### src/rtl/stash_if.sv
`default_nettype none
// ============================================================================
// stash_if : sample store bus (producer write + browse/read side)
// Rev 1.0
// ============================================================================
interface stash_if #(
    parameter int WIDTH = 8
);
    logic [WIDTH-1:0] sample_in;
    logic             sample_in_valid;
    logic             next_sample;
    logic [WIDTH-1:0] sample_out;

    modport master (
        output sample_in,
        output sample_in_valid,
        output next_sample,
        input  sample_out
    );

    modport slave (
        input  sample_in,
        input  sample_in_valid,
        input  next_sample,
        output sample_out
    );
endinterface
`default_nettype wire

### src/rtl/stash.sv
`default_nettype none
// ============================================================================
// stash : circular DEPTH x WIDTH sample store with independent browse pointer
// Rev 1.0
// ============================================================================
module stash #(
    parameter int DEPTH = 5,
    parameter int WIDTH = 8
) (
    input  wire logic clk,
    input  wire logic reset,
    stash_if.slave    bus
);
    localparam int PW = (DEPTH > 1) ? $clog2(DEPTH) : 1;
    localparam int CW = $clog2(DEPTH + 1);
    localparam logic [PW-1:0] C_PTR_LAST   = PW'(DEPTH - 1);
    localparam logic [CW-1:0] C_COUNT_FULL = CW'(DEPTH);

    logic [WIDTH-1:0] mem_q [DEPTH];
    logic [PW-1:0]    wr_ptr_q, wr_ptr_d;
    logic [PW-1:0]    rd_ptr_q, rd_ptr_d;
    logic [CW-1:0]    count_q,  count_d;

    logic w_write;
    logic w_advance;
    logic w_rd_last;

    assign w_write   = bus.sample_in_valid;
    assign w_advance = bus.next_sample && (count_q != '0);
    // Read wrap tracks the number of valid entries, not DEPTH, so a partial fill browses only what exists.
    assign w_rd_last = (CW'(rd_ptr_q) == (count_q - CW'(1)));

    always_comb begin
        wr_ptr_d = wr_ptr_q;
        rd_ptr_d = rd_ptr_q;
        count_d  = count_q;
        if (w_write) begin
            wr_ptr_d = (wr_ptr_q == C_PTR_LAST) ? '0 : wr_ptr_q + PW'(1);
            if (count_q != C_COUNT_FULL) begin
                count_d = count_q + CW'(1);
            end
        end
        if (w_advance) begin
            rd_ptr_d = w_rd_last ? '0 : rd_ptr_q + PW'(1);
        end
    end

    always_ff @(posedge clk or negedge reset) begin
        if (!reset) begin
            wr_ptr_q <= '0;
            rd_ptr_q <= '0;
            count_q  <= '0;
        end else begin
            wr_ptr_q <= wr_ptr_d;
            rd_ptr_q <= rd_ptr_d;
            count_q  <= count_d;
        end
    end

    always_ff @(posedge clk or negedge reset) begin
        if (!reset) begin
            for (int i = 0; i < DEPTH; i++) begin
                mem_q[i] <= '0;
            end
        end else if (w_write) begin
            mem_q[wr_ptr_q] <= bus.sample_in;
        end
    end

    assign bus.sample_out = mem_q[rd_ptr_q];

endmodule
`default_nettype wire

### src/flat_wrapper.sv
// flat-port wrapper written by rule: the top's interface ports become plain ports
module stash_flat 
#(
    parameter int DEPTH = 5,
    parameter int WIDTH = 8
)
  (clk, reset, bus_sample_in, bus_sample_in_valid, bus_next_sample, bus_sample_out);
  stash_if #(.WIDTH(WIDTH)) bus_i ();
  input  wire logic clk;
  input  wire logic reset;
  input wire logic [$bits(bus_i.sample_in)-1:0] bus_sample_in;
  input wire logic [$bits(bus_i.sample_in_valid)-1:0] bus_sample_in_valid;
  input wire logic [$bits(bus_i.next_sample)-1:0] bus_next_sample;
  output wire logic [$bits(bus_i.sample_out)-1:0] bus_sample_out;
  assign bus_i.sample_in = bus_sample_in;
  assign bus_i.sample_in_valid = bus_sample_in_valid;
  assign bus_i.next_sample = bus_next_sample;
  assign bus_sample_out = bus_i.sample_out;
  stash #(.DEPTH(DEPTH), .WIDTH(WIDTH)) u_core (.clk(clk), .reset(reset), .bus(bus_i));
endmodule
### config.mk
export PLATFORM = sky130hd
export DESIGN_NAME = stash_flat
export DESIGN_NICKNAME = d
export VERILOG_FILES = /design/src/rtl/stash_if.sv /design/src/rtl/stash.sv /design/src/flat_wrapper.sv
export SDC_FILE = /design/constraint.sdc
export NUM_CORES = 1
export LEC_CHECK = 0
export BUFFER_PORTS_ARGS = -buffer_cell sky130_fd_sc_hd__buf_2
export CAP_MARGIN = 20
export CORE_MARGIN = 1
export CORE_UTILIZATION = 29
export DETAILED_ROUTE_END_ITERATION = 8
export SLEW_MARGIN = 20
export SYNTH_ARGS = -nofsm -noshare
export SYNTH_HDL_FRONTEND = slang
export SYNTH_SLANG_ARGS = --single-unit
### constraint.sdc
create_clock -name clk -period 2.4 [get_ports clk]
set_input_delay 0.24 -clock clk [delete_from_list [all_inputs] [get_ports clk]]
set_output_delay 0.24 -clock clk [all_outputs]
set_load 0.01 [all_outputs]
==> impl_metrics.csv <==
group,metric,value,unit
run_status,run_status,"complete, no violations",
setup_path,reg2reg_depth,5,
die,core,8340,µm²
timing,finalHoldViolCount,0,
timing,period_needed,2170,ps
timing,setup-violations-final,0,
cts,path_clk_slew,90,ps
yosys,netlist_instances,187,
yosys,yosysMostFrequentCell,"dfrtp_1",
power,p_total,3850,µW
drt,ant_nets,0,
yosys,ys_ff_latch,49,
timing,relSlewSlack,59.2,%
yosys,synth_edf_count,0,
die,die_area,9080,µm²
timing,tns,0,ps
yosys,syn-cell-area,2520,µm²
drt,route.met2.wl,2020,µm
die,start_util,30.3,%
drt,via_count,1483,
final_layout,drive_gt1_share,38.3,%
worst_hold_path,hp-class,"in -> reg",
timing,max_freq,461,MHz
worst_hold_path,holdPathEnd,"u_core.mem_q[30]",
setup_path,r2r-start,"u_core.count_q[0]",
die,rows,33,
yosys,ys_async_sr_fraction,100,%
die,ios,20,
global_route,grtUsageTotal,11.6,%
setup_path,cp.required,2160,ps
flow_run,maxCapViolCount,0,
cts,clock_latency,310,ps
setup_path,start_kind,"register",
final_layout,n_antenna_cell,0,
global_route,grt_max_degree,50,
yosys,yosys.area.top_type,"dfrtp_1",
yosys,synth-warning-count,0,
global_route,antenna_found_initial,0,
yosys,synth_commonest_cells,"dfrtp_1, mux2_4, mux2_2",
cts,cts_buffers,5,
drt,met1_length,2360,µm
drt,vias_per_cell,4.72,
drt,highest_layer,"met4",
drt,drcViolationCount,0,
cts,cts_buffer_depth,2,
timing,final.period_utilization,90.4,%
timing,rsz0062_at_grt,"false",
power,power_leakage,0.00125,µW
place,place_congestion,0.763,
timing,slew_violations,0,
yosys,synthesis.nets,206,
setup_path,arrival,1930,ps
global_route,grt_pass1_wl,7700,µm
yosys,ys.flop_type,"dfrtp_1",
setup_path,reg2reg_slack,760,ps
cts,postCtsSetupBuffers,0,
drt,dr.first_iter.drc_count,48,
yosys,synth.avg_cell_area,13.5,µm²
setup_path,worstReg2RegEnd,"u_core.rd_ptr_q[1]",
place,portBuffers,19,
final_layout,fillers,869,
yosys,ys_seq_area_share,48.6,%
yosys,yosysUniqueCellTypes,38,
place,dp_hpwl,3130,µm
worst_hold_path,min_path_cells,2,
die,dieWidth,95.3,µm
power,peakVddDrop,0.000532,V
timing,tightest_slew,612,ps
global_route,grt_pass1_vias,1462,
cts,cts_tree,"done",
final_layout,area_growth,11.1,%
global_route,grt_overflow,0,
final_layout,nets,227,
drt,routed-wl-met3,184,µm
timing,finalClockSkew,7.15,ps
die,die_h,95.3,µm
power,p_per_area,1370,nW/µm²
setup_path,end_kind,"primary output",
final_layout,fin_util,33.6,%
drt,routed_wl,4640,µm
drt,routedWlPerCell,14.8,µm
cts,h-tree-depth,2,
cts,numClockSinks,49,
drt,dr.pass1.iters,4,
setup_path,crit_fanout,14,
cts,cts_root_buf,"clkbuf_8",
yosys,synth_area_leaders,"dfrtp_1, mux2_4, mux2_2",
worst_hold_path,hp-start,"bus_sample_in[6]",
yosys,synth.top_cell.area_share,48.6,%
setup_path,critical_path_class,"reg -> out",
[power breakdown]
group,switching (µW),leakage (µW),total (µW),internal (µW)
Combinational,779,0.000625,1790,1010
Clock,279,0.0000374,485,206
Sequential,337,0.000586,1580,1240
Total,1390,0.00125,3850,2460
[critical path, stage by stage, from the launching register on]
cell and delay [ps]:
dfrtp_1 620, and2b_1 490, a21oi_1 110, o22ai_1 220, buf_2 180
[sequential cells by signal, indices dropped and copies added (netlist names)]
name	cells
u_core.wr_ptr_q	3
u_core.rd_ptr_q	3
u_core.count_q	3
u_core.mem_q	40
[metrics by stage]
stage	setup slack (ps)	cells	instance area [µm²]	hold slack [ps]
floorplan	898	187	2520	-55.6
global placement	638	305	2710	258
detailed placement	582	305	2710	250
CTS	228	314	2810	208
global route	163	314	2810	224
finish	231	314	2810	218
[worst max-delay path by stage]
stage	cells past startpoint	to	slack (ps)	start
floorplan	6	u_core.rd_ptr_q[1]	900	u_core.count_q[0]
global placement	4	bus_sample_out[7]	640	u_core.rd_ptr_q[2]
detailed placement	4	bus_sample_out[7]	580	u_core.rd_ptr_q[2]
CTS	4	bus_sample_out[7]	230	u_core.rd_ptr_q[2]
global route	4	bus_sample_out[7]	160	u_core.rd_ptr_q[2]
finish	4	bus_sample_out[7]	230	u_core.rd_ptr_q[2]
[cells by family after synthesis]
| family | synth area share (%) |
|---|---|
| flops | 48.6 |
| compound gates | 7.29 |
| xor+xnor | 2.03 |
| simple gates | 6.34 |
| fa+ha+maj | 3.47 |
| buf+inv | 4.01 |
| mux | 28.3 |
[per-layer routing]
metal | track usage (%) | up-vias
met3 | 2.87 | 8
met5 | 0 | -
met4 | 4.55 | 0
li1 | - | 705
met2 | 17.2 | 20
met1 | 16.2 | 750
[cells in the final DEF (no fill, tap or decap), types with 2 or more instances in the layout]
cell type / synthesis / final
clkinvlp_4: 0 / 2
o22ai_1: 7 / 7
xnor2_1: 3 / 3
mux2_2: 17 / 17
o21ai_0: 6 / 6
a21oi_1: 8 / 8
inv_1: 5 / 5
clkbuf_8: 0 / 5
buf_4: 1 / 2
dfrtp_1: 49 / 49
and3_4: 3 / 3
nand2_1: 6 / 6
mux2i_1: 14 / 14
mux2_4: 24 / 24
ha_1: 7 / 7
nor2_1: 7 / 7
buf_2: 3 / 19
[repair_timing]
item / 4_1_cts / 5_1_grt
gates resized for setup: 0 / 0
hold buffers: 1 / 0
hold endpoints to repair: 49 / 0
[cell type report]
cell class / count / area (µm²) / share of cell area, %
sequential: 49 / 1230 / 43.7
multi-input combinational: 123 / 1200 / 42.7
timing repair buffer: 23 / 140 / 5.00
tap: 105 / 131 / 4.68
clock buffer: 6 / 72.6 / 2.59
inverter: 6 / 22.5 / 0.803
clock inverter: 2 / 15.0 / 0.535
No activity file was read; power rests on OpenSTA's default activity.
